### src/rtl/tx_ctl.sv
// UART transmit controller: byte FIFO, holding register and shift register driving txd as 8N1.
// Defining TX_PARITY_EN adds an even-parity bit after the data bits (8E1).
module tx_ctl #(
    parameter int DEPTH     = 16,
    parameter int STOP_BITS = 1
) (
    input  logic       clk,
    input  logic       rst,
    input  logic       bclk,
    input  logic       wr,
    input  logic [7:0] din,
    input  logic       en,
    input  logic       cts,
    output logic       txd,
    output logic       full,
    output logic       empty,
    output logic       busy,
    output logic       ovf
);

    localparam int PW = $clog2(DEPTH);
    localparam int CW = PW + 1;

    typedef enum logic [2:0] {
        S_IDLE   = 3'd0,
        S_START  = 3'd1,
        S_DATA   = 3'd2,
`ifdef TX_PARITY_EN
        S_PARITY = 3'd3,
`endif
        S_STOP   = 3'd4
    } state_t;

    logic [7:0]    mem_q [DEPTH];
    logic [PW-1:0] wptr_q, wptr_d;
    logic [PW-1:0] rptr_q, rptr_d;
    logic [CW-1:0] cnt_q, cnt_d;
    logic [7:0]    thr_q, thr_d;
    logic          thr_vld_q, thr_vld_d;
    logic [7:0]    tsr_q, tsr_d;
    logic [2:0]    bit_q, bit_d;
    logic          stop_q, stop_d;
    state_t        state_q, state_d;
    logic          txd_q, txd_d;
    logic          ovf_q, full_q, empty_q, busy_q;
    logic          push_s, pop_s, full_s, start_ok_s, load_s, last_stop_s;
`ifdef TX_PARITY_EN
    logic          par_q, par_d;
`endif

    // FIFO bookkeeping and holding-register prefetch
    always_comb begin
        full_s     = (cnt_q == CW'(DEPTH));
        pop_s      = ~thr_vld_q & (cnt_q != {CW{1'b0}});
        // A pop frees a slot in the same cycle, so a push while full is accepted then
        push_s     = wr & (~full_s | pop_s);
        wptr_d     = push_s ? (wptr_q + PW'(1)) : wptr_q;
        rptr_d     = pop_s ? (rptr_q + PW'(1)) : rptr_q;
        cnt_d      = cnt_q + CW'(push_s) - CW'(pop_s);
        thr_d      = pop_s ? mem_q[rptr_q] : thr_q;
        start_ok_s = thr_vld_q & en & cts;
        if (load_s) begin
            thr_vld_d = 1'b0;
        end else if (pop_s) begin
            thr_vld_d = 1'b1;
        end else begin
            thr_vld_d = thr_vld_q;
        end
    end

    // Frame sequencer: next state, shift register and line value
    always_comb begin
        state_d     = state_q;
        txd_d       = txd_q;
        tsr_d       = tsr_q;
        bit_d       = bit_q;
        stop_d      = stop_q;
        load_s      = 1'b0;
        last_stop_s = (STOP_BITS == 1) ? 1'b1 : stop_q;
        case (state_q)
            S_IDLE: begin
                txd_d = 1'b1;
                if (bclk && start_ok_s) begin
                    load_s  = 1'b1;
                    tsr_d   = thr_q;
                    txd_d   = 1'b0;
                    state_d = S_START;
                end else begin
                    state_d = S_IDLE;
                end
            end
            S_START: begin
                if (bclk) begin
                    txd_d   = tsr_q[0];
                    bit_d   = 3'd0;
                    state_d = S_DATA;
                end else begin
                    state_d = S_START;
                end
            end
            S_DATA: begin
                if (bclk) begin
                    if (bit_q == 3'd7) begin
`ifdef TX_PARITY_EN
                        txd_d   = par_q;
                        state_d = S_PARITY;
`else
                        txd_d   = 1'b1;
                        stop_d  = 1'b0;
                        state_d = S_STOP;
`endif
                    end else begin
                        tsr_d = {1'b0, tsr_q[7:1]};
                        txd_d = tsr_q[1];
                        bit_d = bit_q + 3'd1;
                    end
                end else begin
                    state_d = S_DATA;
                end
            end
`ifdef TX_PARITY_EN
            S_PARITY: begin
                if (bclk) begin
                    txd_d   = 1'b1;
                    stop_d  = 1'b0;
                    state_d = S_STOP;
                end else begin
                    state_d = S_PARITY;
                end
            end
`endif
            S_STOP: begin
                if (bclk) begin
                    if (!last_stop_s) begin
                        stop_d = 1'b1;
                    end else if (start_ok_s) begin
                        // Back-to-back frame: the start bit follows the stop bit directly
                        load_s  = 1'b1;
                        tsr_d   = thr_q;
                        txd_d   = 1'b0;
                        state_d = S_START;
                    end else begin
                        state_d = S_IDLE;
                    end
                end else begin
                    state_d = S_STOP;
                end
            end
            default: begin
                state_d = S_IDLE;
                txd_d   = 1'b1;
            end
        endcase
    end

`ifdef TX_PARITY_EN
    // Even parity captured as the byte enters the shift register
    always_comb begin
        par_d = load_s ? (^thr_q) : par_q;
    end
`endif

    // FIFO storage, written without reset
    always_ff @(posedge clk) begin
        if (push_s) begin
            mem_q[wptr_q] <= din;
        end
    end

    // Control and output registers
    always_ff @(posedge clk) begin
        if (rst) begin
            wptr_q    <= {PW{1'b0}};
            rptr_q    <= {PW{1'b0}};
            cnt_q     <= {CW{1'b0}};
            thr_q     <= 8'h00;
            thr_vld_q <= 1'b0;
            tsr_q     <= 8'h00;
            bit_q     <= 3'd0;
            stop_q    <= 1'b0;
            state_q   <= S_IDLE;
            txd_q     <= 1'b1;
            ovf_q     <= 1'b0;
            full_q    <= 1'b0;
            empty_q   <= 1'b1;
            busy_q    <= 1'b0;
`ifdef TX_PARITY_EN
            par_q     <= 1'b0;
`endif
        end else begin
            wptr_q    <= wptr_d;
            rptr_q    <= rptr_d;
            cnt_q     <= cnt_d;
            thr_q     <= thr_d;
            thr_vld_q <= thr_vld_d;
            tsr_q     <= tsr_d;
            bit_q     <= bit_d;
            stop_q    <= stop_d;
            state_q   <= state_d;
            txd_q     <= txd_d;
            ovf_q     <= wr & full_s & ~pop_s;
            full_q    <= (cnt_d == CW'(DEPTH));
            empty_q   <= (cnt_d == {CW{1'b0}});
            busy_q    <= (state_d != S_IDLE) | thr_vld_d;
`ifdef TX_PARITY_EN
            par_q     <= par_d;
`endif
        end
    end

    assign txd   = txd_q;
    assign full  = full_q;
    assign empty = empty_q;
    assign busy  = busy_q;
    assign ovf   = ovf_q;

endmodule

### config.mk
export PLATFORM = sky130hd
export DESIGN_NAME = tx_ctl
export DESIGN_NICKNAME = d
export VERILOG_FILES = /design/src/rtl/tx_ctl.sv
export SDC_FILE = /design/constraint.sdc
export NUM_CORES = 1
export LEC_CHECK = 0
export ABC_AREA = 1
export ABC_CLOCK_PERIOD_IN_PS = 3000
export BUFFER_PORTS_ARGS = -buffer_cell sky130_fd_sc_hd__buf_2
export CORE_MARGIN = 2
export CORE_UTILIZATION = 62
export CTS_CLUSTER_DIAMETER = 150
export CTS_CLUSTER_SIZE = 14
export DETAILED_ROUTE_END_ITERATION = 7
export HOLD_SLACK_MARGIN = 0.03
export PLACE_DENSITY_LB_ADDON = 0.1
export SETUP_SLACK_MARGIN = 0.4
export SKIP_CTS_REPAIR_TIMING = 1
export SLEW_MARGIN = 20
export SYNTH_ARGS = -nofsm -noshare
export SYNTH_HDL_FRONTEND = slang
export SYNTH_SLANG_ARGS = --single-unit
### constraint.sdc
create_clock -name clk -period 3 [get_ports clk]
set_clock_uncertainty 0.15 [all_clocks]
set_input_delay 0.3 -clock clk [delete_from_list [all_inputs] [get_ports clk]]
set_output_delay 0.3 -clock clk [all_outputs]
set_load 0.02 [all_outputs]
==> metrics.md <==
| Metric | Value |
|---|---|
| #FFs+latches synth | 169 |
| Worst setup path start | cnt_q[3] |
| CP endpoint kind | flop |
| Initial Utilization | 0.634 |
| Static Leak | 3.63 nW |
| Routed WL | 16.7 mm |
| Count of flip-flops with a built-in enable after synthesis | 128 |
| Clock network fraction of total power | 0.296 |
| Num ports | 19 |
| Utilization after layout | 0.707 |
| First-pass GRT wire length | 26.1 mm |
| Slowest cell on crit path | fa_2 |
| Skew-Pair Late Insertion Delay | 0.43 ns |
| Tmin final | 2.56 ns |
| Worst hold stages | 3 |
| Fraction of registers with async set/reset | 0 |
| Dpl hpwl | 10.5 mm |
| CP Data Arrival Time | 2.70 ns |
| Final Cycle Share | 0.854 |
| Final Net Count | 857 |
| Hold WC Path Type | input port to flop |
| Crit path launch type | flop |
| Flop pwr share | 0.390 |
| Die area | 0.0132 sq mm |
| GRT overflow | 0 |
| Yosys top cell by area | edfxtp_1 |
| Commonest cells in the netlist | 262 x nand2_1, 128 x edfxtp_1, 108 x inv_1, 99 x nand3_1 |
| Max clock buf depth | 2 |
| Clock root cell | clkbuf_16 |
| Clock Sinks | 169 |
| Via count | 5432 |
| Combinational share of power | 0.314 |
| Syn Nets | 838 |
| RSZ-0062 raised after global routing | true |
| Hold Worst Slack | 0.0264 ns |
| CP cell instances | inv_2 -> ha_4 -> nor3b_4 -> nand2_1 -> nand2_2 -> buf_6 -> nand2_4 -> nand2_2 -> ha_4 -> inv_2 -> fa_2 -> inv_2 -> a21oi_2 -> nor2_2 -> nor2_1 -> nand2_1 -> nand2_2 -> nand3_2 -> nand2_1 |
| Synth top area share | 0.505 |
| 1st-pass router iterations | 5 |
| CP required | 3.14 ns |
| Synth top area cells | edfxtp_1 50%, nand2_1 13%, dfxtp_1 11%, nand3_1 6.5%, inv_1 5.3% |
| Syn Area/Cell | 9.39 sq um |
| Endpoints failing setup | 0 |
| Avg WL per Cell | 16.9 um |
| Synthesized area | 0.00761 sq mm |
| Die H | 115 um |
| Die X | 115 um |
| Critical R2R Launch | cnt_q[3] |
| Max Cap Viol | 0 |
| Hold Vio Cnt, Final | 0 |
| Synthesis-to-layout area growth | 11.5% |
| Post-synthesis sequential area ratio | 0.613 |
| Total GRT Usage | 0.267 |
| DRC Markers | 0 |
| VDD IR max | 0.645 mV |
| Initial antenna violation count | 0 |
| Row count | 40 |
| Synth warn | 0 |
| Largest net degree at the start of global routing | 67 |
| Fmax achieved | 390 MHz |
| Clock transition at the registers of the reported paths | 0.06 ns |
| Fraction of layout cells with a size suffix above 1 | 0.140 |
| Prevailing post-synth register cell | edfxtp_1 |
| First DRT Iteration DRCs | 432 |
| Synth unique cells | 32 |
| Core ar. | 0.0120 sq mm |
| R2R cell count | 19 |
| Setup_tns | 0 ns |
| Hold Startpoint | wr |
| NetSw | 2.50 mW |
| DR vias/cell | 5.49 |
| DRT antenna net count | 0 |
| Slew headroom | 0.267 |
| Setup CP Type | flop to flop |
| Status | finished, final reports clean |
| Sw Ratio | 0.349 |
| GPL Wtd Cong | 0.929 |
| Fin. max-slew vios | 0 |
| Antenna Cells | 0 |
| H-tree levels | 4 |
| Design internal power | 4.65 mW |
| Worst Path Max Fanout | 3 |
| Post-synthesis cell count | 811 |
| CTS tree | yes |
| I/O Buffers | 18 |
| Top-count cell post-synth | nand2_1 |
| Vias in the first global route | 5216 |
| Total power | 7.15 mW |
| Worst Max-Slew Pin Slew | 1.10 ns |
| Crit-path max cell delay | 0.37 ns |
| Pwr dens | 842 mW/mm^2 |
| TritonCTS Buffers | 17 |
-- metal layers --
layer / routed length (um) / global-route usage / up-vias
li1: - / - / 2634
met1: 7140 / 0.357 / 2563
met2: 7930 / 0.422 / 193
met3: 1140 / 0.0527 / 42
met4: 526 / 0.132 / 0
met5: 0 / 0 / -
-- final timing paths --
kind            to  slack, ns
min            ovf       0.03
max          empty       0.44
min reg2reg    txd       0.32
max reg2reg  empty       0.44
-- power groups by stage --
stage	Sequential [mW]	Combinational, mW	Clock (mW)
2_1_floorplan	2.82	1.49	0
3_3_place_gp	2.81	1.96	0
3_5_place_dp	2.82	2.00	0
4_1_cts	2.77	2.02	2.14
5_1_grt	2.80	2.50	2.23
6_report	2.79	2.25	2.12
-- sequential cells by signal, indices dropped and copies added, names as in the netlist --
signal and count:
thr_vld_q 1, txd 1, tsr_q 8, empty 1, ovf 1, bit_q 3
cnt_q 5, mem_q 128, full 1, wptr_q 4, state_q 3, thr_q 8
rptr_q 4, busy 1
-- cell usage in the layout, fill, tap and decap left out, drive strengths merged, types with 5 or more instances in the layout --
| cell type | netlist | routed |
|---|---|---|
| nand2 | 271 | 271 |
| nor2 | 54 | 54 |
| clkbuf | 8 | 18 |
| clkinv | 2 | 8 |
| dfxtp | 41 | 41 |
| o21ai | 16 | 16 |
| nand3 | 101 | 101 |
| ha | 12 | 12 |
| a21oi | 23 | 23 |
| edfxtp | 128 | 128 |
| xor2 | 5 | 5 |
| buf | 25 | 33 |
| inv | 116 | 119 |
-- logic make-up after synthesis --
| group | after synthesis | share of synthesized area |
|---|---|---|
| and+or+nand+nor | 431 | 0.247 |
| xor gates and xnor gates | 6 | 0.00690 |
| buffers and inverters | 151 | 0.0823 |
| DFF | 169 | 0.613 |
| AOI/OAI and AO/OA | 41 | 0.0289 |
| adders and majority gates | 13 | 0.0223 |
-- area by class of cell --
cell class | count | area [sq um]
fillers | 924 | 3520
well taps | 147 | 184
repair buffers | 33 | 206
multi-input cells | 491 | 2400
clock inverters | 14 | 148
clock buffers | 18 | 429
flip-flops and latches | 169 | 4670
inverters | 118 | 453
-- critical path: cells and delay by family (launching register included) --
| family | cells | cell delay [ns] |
|---|---|---|
| simple gates | 11 | 0.97 |
| fa+ha+maj | 3 | 0.64 |
| flops | 1 | 0.32 |
| buf+inv | 4 | 0.29 |
| compound gates | 1 | 0.05 |
-- stage by stage --
stage,instance area [sq um],setup WS [ns],std cells
2_1_floorplan,7610,0.509,811
3_3_place_gp,7760,0.280,949
3_5_place_dp,7760,0.173,949
4_1_cts,8340,0.124,981
5_1_grt,8490,0.280,990
6_report,8490,0.437,990
Power figures use the tool's default switching activity.
